$ cat src/rtl/load_access_sequencer.sv
// Multicycle load sequencer: decode, alignment check, bus read(s), lane extract and extend.
// Optional two-read misaligned support when LOAD_MISALIGNED_SPLIT_EN is defined.
module load_access_sequencer #(
  parameter int unsigned TIMEOUT_CYCLES = 255
) (
  input  logic        clk,
  input  logic        rst,
  input  logic        req_valid,
  output logic        req_ready,
  input  logic [31:0] req_addr,
  input  logic [2:0]  req_funct3,
  input  logic        req_amo,
  output logic        mem_valid,
  input  logic        mem_ready,
  output logic [31:0] mem_addr,
  input  logic [31:0] mem_rdata,
  output logic        rsp_valid,
  input  logic        rsp_ready,
  output logic [31:0] rsp_data,
  output logic        rsp_err_misaligned,
  output logic        rsp_err_illegal,
  output logic        rsp_err_timeout,
  output logic        busy
);

  typedef enum logic [1:0] {StIdle, StMem0, StMem1, StResp} state_e;

  localparam logic [1:0] SzByte = 2'd0;
  localparam logic [1:0] SzHalf = 2'd1;
  localparam logic [1:0] SzWord = 2'd2;

  // Counter only needs to reach TIMEOUT_CYCLES-1; the final wait cycle is detected combinationally.
  localparam int unsigned CntW = (TIMEOUT_CYCLES > 2) ? $clog2(TIMEOUT_CYCLES) : 1;

  state_e           state_q, state_d;
  logic [31:0]      addr_q, addr_d;
  logic [1:0]       size_q, size_d;
  logic             uns_q, uns_d;
  logic [CntW-1:0]  cnt_q, cnt_d;
  logic [31:0]      data_q, data_d;
  logic             err_mis_q, err_mis_d;
  logic             err_ill_q, err_ill_d;
  logic             err_to_q, err_to_d;

  logic [1:0]       req_size;
  logic             req_uns;
  logic             req_illegal;
  logic             req_misaligned;
  logic             split_ok;
  logic             timeout_hit;
  logic [63:0]      rd_pair;
  logic             last_read;

`ifdef LOAD_MISALIGNED_SPLIT_EN
  logic             split_q, split_d;
  logic [31:0]      rdata0_q, rdata0_d;
`endif

  function automatic logic [31:0] extract(input logic [63:0] pair, input logic [1:0] off,
                                          input logic [1:0] size, input logic uns);
    logic [63:0] sh;
    logic [31:0] res;
    sh = pair >> {off, 3'b000};
    case (size)
      SzByte:  res = uns ? {24'h0, sh[7:0]} : {{24{sh[7]}}, sh[7:0]};
      SzHalf:  res = uns ? {16'h0, sh[15:0]} : {{16{sh[15]}}, sh[15:0]};
      default: res = sh[31:0];
    endcase
    return res;
  endfunction

  always_comb begin
    req_size    = SzWord;
    req_uns     = 1'b0;
    req_illegal = 1'b0;
    if (!req_amo) begin
      unique case (req_funct3)
        3'b000:  req_size = SzByte;
        3'b001:  req_size = SzHalf;
        3'b010:  req_size = SzWord;
        3'b100:  begin req_size = SzByte; req_uns = 1'b1; end
        3'b101:  begin req_size = SzHalf; req_uns = 1'b1; end
        default: req_illegal = 1'b1;
      endcase
    end
    req_misaligned = ((req_size == SzHalf) && req_addr[0]) ||
                     ((req_size == SzWord) && (req_addr[1:0] != 2'b00));
  end

`ifdef LOAD_MISALIGNED_SPLIT_EN
  assign split_ok  = !req_amo;
  assign last_read = (state_q == StMem1) || !split_q;
  assign rd_pair   = (state_q == StMem1) ? {mem_rdata, rdata0_q} : {32'h0, mem_rdata};
  assign mem_addr  = {addr_q[31:2] + {29'h0, state_q == StMem1}, 2'b00};
`else
  assign split_ok  = 1'b0;
  assign last_read = 1'b1;
  assign rd_pair   = {32'h0, mem_rdata};
  assign mem_addr  = {addr_q[31:2], 2'b00};
`endif

  assign timeout_hit = (TIMEOUT_CYCLES != 0) && (cnt_q == CntW'(TIMEOUT_CYCLES - 1));

  always_comb begin
    state_d   = state_q;
    addr_d    = addr_q;
    size_d    = size_q;
    uns_d     = uns_q;
    cnt_d     = cnt_q;
    data_d    = data_q;
    err_mis_d = err_mis_q;
    err_ill_d = err_ill_q;
    err_to_d  = err_to_q;
`ifdef LOAD_MISALIGNED_SPLIT_EN
    split_d   = split_q;
    rdata0_d  = rdata0_q;
`endif
    unique case (state_q)
      StIdle: begin
        if (req_valid) begin
          addr_d = req_addr;
          size_d = req_size;
          uns_d  = req_uns;
          cnt_d  = '0;
          data_d = '0;
`ifdef LOAD_MISALIGNED_SPLIT_EN
          split_d = req_misaligned;
`endif
          if (req_illegal) begin
            err_ill_d = 1'b1;
            state_d   = StResp;
          end else if (req_misaligned && !split_ok) begin
            err_mis_d = 1'b1;
            state_d   = StResp;
          end else begin
            state_d = StMem0;
          end
        end
      end
      StMem0, StMem1: begin
        if (mem_ready) begin
          cnt_d = '0;
          if (last_read) begin
            data_d  = extract(rd_pair, addr_q[1:0], size_q, uns_q);
            state_d = StResp;
          end else begin
`ifdef LOAD_MISALIGNED_SPLIT_EN
            rdata0_d = mem_rdata;
`endif
            state_d = StMem1;
          end
        end else if (timeout_hit) begin
          err_to_d = 1'b1;
          data_d   = '0;
          state_d  = StResp;
        end else begin
          cnt_d = cnt_q + CntW'(1);
        end
      end
      StResp: begin
        if (rsp_ready) begin
          data_d    = '0;
          err_mis_d = 1'b0;
          err_ill_d = 1'b0;
          err_to_d  = 1'b0;
          state_d   = StIdle;
        end
      end
      default: state_d = StIdle;
    endcase
  end

  always_ff @(posedge clk or posedge rst) begin
    if (rst) begin
      state_q   <= StIdle;
      addr_q    <= '0;
      size_q    <= SzWord;
      uns_q     <= 1'b0;
      cnt_q     <= '0;
      data_q    <= '0;
      err_mis_q <= 1'b0;
      err_ill_q <= 1'b0;
      err_to_q  <= 1'b0;
    end else begin
      state_q   <= state_d;
      addr_q    <= addr_d;
      size_q    <= size_d;
      uns_q     <= uns_d;
      cnt_q     <= cnt_d;
      data_q    <= data_d;
      err_mis_q <= err_mis_d;
      err_ill_q <= err_ill_d;
      err_to_q  <= err_to_d;
    end
  end

`ifdef LOAD_MISALIGNED_SPLIT_EN
  always_ff @(posedge clk or posedge rst) begin
    if (rst) begin
      split_q  <= 1'b0;
      rdata0_q <= '0;
    end else begin
      split_q  <= split_d;
      rdata0_q <= rdata0_d;
    end
  end
`endif

  assign req_ready          = (state_q == StIdle);
  assign mem_valid          = (state_q == StMem0) || (state_q == StMem1);
  assign rsp_valid          = (state_q == StResp);
  assign busy               = (state_q != StIdle);
  assign rsp_data           = data_q;
  assign rsp_err_misaligned = err_mis_q;
  assign rsp_err_illegal    = err_ill_q;
  assign rsp_err_timeout    = err_to_q;

endmodule
$ cat config.mk
export PLATFORM = sky130hd
export DESIGN_NAME = load_access_sequencer
export DESIGN_NICKNAME = d
export VERILOG_FILES = /design/src/rtl/load_access_sequencer.sv
export SDC_FILE = /design/constraint.sdc
export NUM_CORES = 1
export LEC_CHECK = 0
export ABC_AREA = 1
export CORE_MARGIN = 4
export CORE_UTILIZATION = 47
export DETAILED_ROUTE_END_ITERATION = 7
export GPL_TIMING_DRIVEN = 0
export PLACE_DENSITY = 0.88
export SYNTH_ARGS = -nofsm -noshare
export SYNTH_HDL_FRONTEND = slang
export SYNTH_SLANG_ARGS = --single-unit
$ cat constraint.sdc
create_clock -name clk -period 2.8 [get_ports clk]
set_input_delay 0.56 -clock clk [delete_from_list [all_inputs] [get_ports clk]]
set_output_delay 0.56 -clock clk [all_outputs]
set_load 0.01 [all_outputs]
==> reports/metrics.yaml, run 1 <==
routing:
  via_per_inst: 4.93
  drcViolationCount: 0
  wirelength_um: 12900
  drt-initial-drc-count: 136
  vias: 4460
  dr.pass1.iters: 5
  ant_nets: 0
  drt-wirelength-per-cell_um: 14.2
floorplan:
  rows: 35
  dieArea_sq_um: 11300
  initial_core_util: 0.488
  ioPinCount: 144
  die_h_um: 106
  die_w_um: 106
  coreArea_sq_um: 9330
clock_network:
  hold_buffers: 0
  cts_tree: "yes"
  cts_resized: 0
  clk_latency_ns: 0.35
  cts_setup_buffers: 0
  clockRootBuffer: "clkbuf_8"
  cts_sinks: 80
  numCtsBuffers: 9
  htreeDepth: 3
  cts.clk_slew.worst_paths_ns: 0.09
  clockBufferDepth: 2
setup_path:
  cp_num_buf_inv: 2
  path_class: "reg2out"
  worstSetupStartpointType: "flip-flop"
  crit_chain: "inv_1 -> ha_1 -> clkdlybuf4s50_1"
  slowest_stage: "clkdlybuf4s50_1"
  max_stage_delay_ns: 0.60
  path_delay_family: "buffers and inverters"
  cp.arrival_ns: 1.81
  cp_max_fo: 8
  cp-end-kind: "output port"
  r2r_setup_slack_ns: 0.96
  cp.required_ns: 2.24
finish:
  final_cell_mix: "293 x nand2_1, 141 x clkdlybuf4s50_1, 79 x dfrtp_1"
  final_common_cell: "nand2_1"
  num_antenna_cells: 0
  nets: 850
  drive_above_1_share: 0.129
  areaGrowthSynthToFinish_pct: 39.5
power:
  max-vdd-ir-drop_mv: 0.538
  power_mw: 6.78
  p_leak_nw: 3.21
  power.density_nw_per_um2: 1070
place:
  gp_congestion: 0.927
  dp_hpwl_um: 10200
  numPortBuffers: 141
synthesis:
  synth_edf_count: 0
  synth_flop_cell: "dfrtp_1"
  synth.cell_area_sq_um: 4550
  syn_area_per_cell_sq_um: 7.37
  netlist_instances: 617
  async_flop_share: 1.00
  ys.warnings.count: 0
  synth.yosys.seq_area_share: 0.440
  synth_seq_cells: 80
  yosysTopAreaCell: "dfrtp_1"
  synth.top_cell.area_share: 0.435
  synth.distinct_cells: 30
  ys_top_cells_by_area: "dfrtp_1 43%, nand2_1 24%, buf_4 5.9%"
sta:
  rsz0062_at_grt: "false"
  hold_ws_ns: 0.484
  fin_crit_sh: 0.847
  finalHoldViolations: 0
  period_minus_slack_ns: 2.37
  skew_ns: 0.0129
  max_freq_mhz: 422
  slew_viol_final: 0
  setup_viol: 0
status:
  status: "finished, final reports clean"
global_routing:
  antenna_found_initial: 0
  grt_max_degree: 48
  grt_pass1_vias: 4643
  grtUsageTotal: 0.235
  grt-ovfl-total: 0
  grt_pass1_wl_um: 21500
worst_hold_path:
  hp-class: "reg2reg"
job:
  drv_cap: 0
-- worst min-delay path, delay by kind of cell (launching register included) --
kind	cells	cell delay, ns
and+or+nand+nor	2	0.11
DFF	1	0.35
-- per-stage QoR --
step | setup TNS (ns) | worst slack [ns] | cell area [sq um] | utilization | std cells
after floorplan | 0 | 0.190 | 4550 | - | 618
after global placement | -85.18 | -1.08 | 6120 | 0.657 | 888
after detailed placement | 0 | 0.726 | 6150 | 0.660 | 889
after CTS | 0 | 0.404 | 6340 | 0.680 | 905
after global routing | 0 | 0.322 | 6340 | 0.680 | 905
final | 0 | 0.429 | 6340 | 0.680 | 905
-- cell usage after synthesis (4+ instances only) --
cell      instances
dfrtp_1          79
o21ai_0          18
nand4_1           4
buf_6             8
buf_2            11
nand2_2           5
buf_4            36
clkbuf_1          4
a21oi_1          20
nand3_1          39
nor2_1           27
o21ai_2           4
inv_1            35
ha_1              6
nand2_1         293
-- registers in the layout (all words and copies together), names as in the netlist --
name and flops:
size_q 2, rsp_data 32, state_q 2, uns_q 1
rsp_err_misaligned 1, rsp_err_illegal 1, addr_q 32, cnt_q 8
rsp_err_timeout 1
-- logic make-up after synthesis --
kind of cell / synth area share
AND/OR/NAND/NOR: 0.352
buffers and inverters: 0.130
flip-flops: 0.440
AO/OA/AOI/OAI: 0.0602
adder cells (fa/ha/maj): 0.0165
other: 0.000825
-- metal layers --
metal,GRT usage,wire [um]
met1,0.285,5430
met2,0.400,6180
met3,0.0650,897
met4,0.0842,367
met5,0,0
-- cell type report --
type | instances | area [sq um]
Sequential cell | 80 | 2000
Clock inverter | 6 | 51.3
Inverter | 41 | 164
Fill cell | 783 | 2980
Timing Repair Buffer | 142 | 1440
Tap cell | 129 | 161
Multi-Input combinational cell | 438 | 1960
Buffer | 59 | 430
Clock buffer | 10 | 138
-- path summary, 6_finish.rpt --
| path | start | endpoint | cells after the start |
|---|---|---|---|
| max in group asynchronous | rst | size_q[1] | 3 |
| min in group asynchronous | rst | addr_q[13] | 2 |
| worst min register to register | rsp_data[15] | rsp_data[15] | 2 |
| worst min-delay path | rsp_data[15] | rsp_data[15] | 2 |
| worst max register to register | state_q[0] | rsp_data[1] | 10 |
| worst max-delay path | state_q[0] | req_ready | 3 |
-- report_power, final --
| part | switching (mW) | internal (mW) |
|---|---|---|
| registers | 0.276 | 1.63 |
| clock network | 0.455 | 0.359 |
| logic | 2.16 | 1.91 |
(Power assumes the default switching activity.)
==> run 2: changes to the inputs <==
--- a/config.mk
+++ b/config.mk
@@ -7,10 +7,10 @@
 export LEC_CHECK = 0
 export ABC_AREA = 1
 export CORE_MARGIN = 4
-export CORE_UTILIZATION = 47
+export CORE_UTILIZATION = 43
 export DETAILED_ROUTE_END_ITERATION = 7
 export GPL_TIMING_DRIVEN = 0
-export PLACE_DENSITY = 0.88
+export PLACE_DENSITY = 0.85
 export SYNTH_ARGS = -nofsm -noshare
 export SYNTH_HDL_FRONTEND = slang
 export SYNTH_SLANG_ARGS = --single-unit
==> constraint.sdc (replaced) <==
create_clock -name clk -period 2.1 [get_ports clk]
set_input_delay 0.42 -clock clk [delete_from_list [all_inputs] [get_ports clk]]
set_output_delay 0.42 -clock clk [all_outputs]
set_load 0.01 [all_outputs]
==> run 2 against run 1 <==
Effect of this change:
- via count fell by 1.6%
- wire length rose by 0.48%
- clock power rose by 56%
- non-clock buffer count rose by 2
- sequential share of layout area fell by 0.31 points
- utilization fell by 6.0 points
- largest power group unchanged
==> reports/metrics.yaml, run 2 (same netlist as run 1, synthesis figures left out) <==
status:
  status: "finished, final reports clean"
floorplan:
  dieArea_sq_um: 12300
  coreArea_sq_um: 10300
  die_h_um: 111
  initial_core_util: 0.441
  rows: 37
  die_w_um: 111
  ioPinCount: 144
clock_network:
  clockRootBuffer: "clkbuf_8"
  numCtsBuffers: 9
  clk_latency_ns: 0.35
  cts_sinks: 80
  hold_buffers: 0
  htreeDepth: 3
  cts.clk_slew.worst_paths_ns: 0.09
  cts_tree: "yes"
  clockBufferDepth: 2
place:
  dp_hpwl_um: 9950
  dpl.cell_count: 896
  gp_congestion: 0.911
  numPortBuffers: 141
setup_path:
  path_delay_family: "buffers and inverters"
  cp-end-kind: "output port"
  worstSetupStartpointType: "flip-flop"
  cp.arrival_ns: 1.63
  cp_max_fo: 8
  max_stage_delay_ns: 0.52
  cp_num_buf_inv: 3
  slowest_stage: "clkdlybuf4s50_1"
  rr_startpoint: "state_q[1]"
  path_class: "reg2out"
  rr_worst_depth: 10
  crit_chain: "inv_1 -> ha_4 -> inv_1 -> clkdlybuf4s50_1"
  r2r_setup_slack_ns: 0.19
  crit_top_cell: "inv_1"
  worstReg2RegEnd: "cnt_q[7]"
  cp.required_ns: 1.68
  cp_num_cells: 4
global_routing:
  use_met1: 0.264
  use_met2: 0.362
  grt_pass1_vias: 4463
  grt-ovfl-total: 0
  grt_pass1_wl_um: 21500
  grtUsageTotal: 0.211
  antenna_found_initial: 0
  met3_usage: 0.0546
  grt_max_degree: 43
  busiest_layer: "met2"
finish:
  num_antenna_cells: 0
  drive_above_1_share: 0.131
  finish.utilization: 0.621
  final_cells: 914
  nets: 852
  final_cell_mix: "293 x nand2_1, 138 x clkdlybuf4s50_1, 79 x dfrtp_1"
  areaGrowthSynthToFinish_pct: 40.9
  final_common_cell: "nand2_1"
routing:
  wirelength_um: 12900
  drcViolationCount: 0
  dr.pass1.iters: 5
  vias: 4390
  drt-initial-drc-count: 206
  ant_nets: 0
  via_per_inst: 4.80
  drt-wirelength-per-cell_um: 14.2
worst_hold_path:
  hold_depth: 2
  min_from: "rsp_data[11]"
  hp-class: "reg2reg"
  whs_endpoint: "rsp_data[11]"
sta:
  rsz0062_at_grt: "false"
  worst_pin_slew_ns: 0.885
  period_minus_slack_ns: 2.05
  finalHoldViolations: 0
  finalSetupTns_ns: 0
  setup_viol: 0
  fin_crit_sh: 0.975
  max_freq_mhz: 488
  slew-limit-headroom: 0.409
  slew_viol_final: 0
  skew_ns: 0.0112
power:
  p_int_mw: 5.41
  max-vdd-ir-drop_mv: 0.706
  power_frac_clock: 0.138
  switchingPower_mw: 3.82
  power.density_nw_per_um2: 1440
  p_sw_frac: 0.414
  seqPwrFrac: 0.273
  p_leak_nw: 3.26
  p_comb_frac: 0.589
job:
  drv_cap: 0
[run 2: cell types whose count changed in the layout (fill, tap and decap cells not counted), sizes merged]
cell,change
dlymetal6s2s,+2
buf,+2
clkdlybuf4s50,-3
clkinvlp,-1
clkinv,+1
dlygate4sd2,+1
bufinv,+2
inv,-2
[run 2: routing by layer]
layer	share of wire	vias to the layer above
li1	-	2191
met4	0.015	0
met3	0.077	19
met2	0.48	164
met5	0	-
met1	0.43	2016
[run 2: how the worst max path moves through the flow]
stage          slack (ns)        from            to
2_1_floorplan        0.43  state_q[0]      cnt_q[7]
3_3_place_gp        -0.12         rst  rsp_data[15]
3_5_place_dp         0.17   rsp_ready   rsp_data[0]
4_1_cts              0.01  state_q[1]          busy
5_1_grt             0.008  state_q[1]          busy
6_report             0.05  state_q[1]          busy
[run 2: cell type report]
| class | instances | area [sq um] |
|---|---|---|
| fill | 922 | 3920 |
| sequential | 80 | 2000 |
| timing repair buffer | 144 | 1450 |
| clock buffer | 10 | 128 |
| buffer | 59 | 430 |
| inverter | 41 | 165 |
| multi-input combinational | 438 | 1970 |
| tap | 136 | 170 |
| clock inverter | 6 | 90.1 |
[run 2: tightest hold or removal path: stages, from the launching register on]
cell and delay [ns]:
dfrtp_1 0.35, nand2_1 0.06, nand2_1 0.05
[run 2: repair_timing]
item	CTS	global route
buffers inserted	2	0
resized for setup	2	3
endpoints found under the setup margin	3	3
hold endpoints to repair	0	0
[run 2: stage by stage]
| step | area, sq um | hold WS [ns] | power (mW) | setup slack, ns |
|---|---|---|---|---|
| after floorplan | 4560 | 0.450 | 5.85 | 0.426 |
| after global placement | 6140 | 0.462 | 7.82 | -0.125 |
| after detailed placement | 6160 | 0.465 | 7.95 | 0.175 |
| after CTS | 6390 | 0.487 | 9.28 | 0.0117 |
| after global routing | 6410 | 0.501 | 9.98 | 0.00782 |
| final | 6410 | 0.483 | 9.22 | 0.0525 |
[run 2: power groups by stage]
stage | logic (mW) | registers, mW | clock network, mW
4_1_cts | 5.47 | 2.52 | 1.30
3_3_place_gp | 5.30 | 2.52 | 0
5_1_grt | 6.00 | 2.60 | 1.38
3_5_place_dp | 5.40 | 2.54 | 0
2_1_floorplan | 3.25 | 2.60 | 0
6_report | 5.43 | 2.52 | 1.27
==> run 3: changes to the inputs <==
--- a/config.mk
+++ b/config.mk
@@ -11,6 +11,7 @@
 export DETAILED_ROUTE_END_ITERATION = 7
 export GPL_TIMING_DRIVEN = 0
 export PLACE_DENSITY = 0.85
+export SLEW_MARGIN = 10
 export SYNTH_ARGS = -nofsm -noshare
 export SYNTH_HDL_FRONTEND = slang
 export SYNTH_SLANG_ARGS = --single-unit
==> run 3 against run 2 <==
Effect of this change:
- setup slack improved by 0.024 ns
- via count grew 0.98%
- first-iteration DRC count is 14% higher
- combinational power hardly changed
- sequential share of layout area fell by 0.13 points
- critical path type unchanged
- highest routed layer unchanged
- cell count rose by 0.22%
- global-route usage grew 0.057 points
- hold slack got worse by 0.13 ns
- non-clock buffer count is 2 higher
- utilization increased by 0.27 points
- flip-flop and latch count did not move
==> reports/metrics.yaml, run 3 (same netlist as run 1, synthesis figures left out) <==
status:
  status: "finished, final reports clean"
place:
  place_ws_ns: 0.178
  gp_congestion: 0.911
  dp_hpwl_um: 9920
  numPortBuffers: 141
  dpl.cell_count: 897
job:
  drv_cap: 0
sta:
  setup_ws_ns: 0.0764
  finalHoldViolations: 0
  fin_crit_sh: 0.964
  period_minus_slack_ns: 2.02
  rsz0062_at_grt: "false"
  setup_viol: 0
  finalSetupTns_ns: 0
  skew_ns: 0.0107
  slew_viol_final: 0
  max_freq_mhz: 494
setup_path:
  cp-end-kind: "output port"
  worstSetupStartpointType: "flip-flop"
  path_class: "reg2out"
  cp_max_fo: 8
  rr_startpoint: "state_q[1]"
  critPathLaunch: "state_q[1]"
  cp.required_ns: 1.68
  cp.arrival_ns: 1.60
worst_hold_path:
  hp-class: "in2async"
power:
  power.density_nw_per_um2: 1440
  p_leak_nw: 3.26
  power_mw: 9.24
  max-vdd-ir-drop_mv: 0.729
clock_network:
  cts_sinks: 80
  clk_latency_ns: 0.35
  htreeDepth: 3
  cts_tree: "yes"
  numCtsBuffers: 9
  clockRootBuffer: "clkbuf_8"
  hold_buffers: 0
  clockBufferDepth: 2
  cts.clk_slew.worst_paths_ns: 0.09
floorplan:
  die_w_um: 111
  dieArea_sq_um: 12300
  ioPinCount: 144
  coreArea_sq_um: 10300
  initial_core_util: 0.441
  rows: 37
  die_h_um: 111
finish:
  fill_cells: 899
  num_antenna_cells: 0
  final_cell_mix: "293 x nand2_1, 139 x clkdlybuf4s50_1, 79 x dfrtp_1"
  areaGrowthSynthToFinish_pct: 41.5
  final_common_cell: "nand2_1"
  drive_above_1_share: 0.135
  seqCellArea_sq_um: 2000
  multi_input_area_sq_um: 1970
  nets: 854
  finish.utilization: 0.623
  final_cells: 916
routing:
  via_per_inst: 4.84
  drt-initial-drc-count: 235
  wirelength_um: 12900
  dr.pass1.iters: 4
  vias: 4433
  drt-wirelength-per-cell_um: 14.0
  ant_nets: 0
  drcViolationCount: 0
global_routing:
  grt_pass1_wl_um: 21500
  grt_pass1_vias: 4428
  grt_max_degree: 41
  grtUsageTotal: 0.212
  grt-ovfl-total: 0
  antenna_found_initial: 0
run 3: cell types whose count changed in the layout (fill, tap and decap cells not counted):
cell             previous run  this run
ha_1                        5         4
ha_2                        0         1
buf_12                      1         2
clkdlybuf4s50_1           138       139
dlymetal6s2s_1              2         1
buf_4                      38        39
run 3: layout make-up:
type | instances | share of cell area
clock inverter | 6 | 0.0140
inverter | 41 | 0.0257
clock buffer | 10 | 0.0198
buffer | 59 | 0.0669
multi-input combinational | 438 | 0.306
tap | 136 | 0.0264
timing repair buffer | 146 | 0.229
sequential | 80 | 0.311
run 3: critical path: stages (launching register included):
cell,delay (ns)
dfrtp_1,0.39
inv_1,0.10
ha_4,0.19
inv_1,0.05
clkdlybuf4s50_1,0.52
run 3: per-stage QoR:
stage / area, sq um / hold WS, ns
2_1_floorplan: 4560 / 0.450
3_3_place_gp: 6140 / 0.462
3_5_place_dp: 6180 / 0.466
4_1_cts: 6420 / 0.348
5_1_grt: 6430 / 0.372
6_report: 6430 / 0.355
run 3: path summary, 6_finish.rpt:
kind	endpoint	slack, ns	depth (start not counted)
hold reg to reg	rsp_data[11]	0.48	2
setup reg to reg	cnt_q[7]	0.20	10
min in group clk	rsp_data[11]	0.48	2
hold / removal	addr_q[11]	0.35	2
max in group asynchronous	size_q[1]	1.23	3
setup / recovery	busy	0.08	4
run 3: routing by layer:
metal | vias up | GRT usage | wire length [um]
met5 | - | 0 | 0
met4 | 0 | 0.0558 | 192
met3 | 17 | 0.0579 | 1040
met2 | 168 | 0.357 | 6090
met1 | 2047 | 0.268 | 5540
li1 | 2201 | - | -
run 3: report_power, final:
part / internal [mW] / switching, mW
Clock: 0.677 / 0.601
Sequential: 2.17 / 0.348
Combinational: 2.58 / 2.87
run 3: timing repair:
item	in CTS	in global routing
cloned	0	0
gates resized for setup	2	3
endpoints found under the setup margin	3	3
setup buffers	3	0
pin swaps	0	0
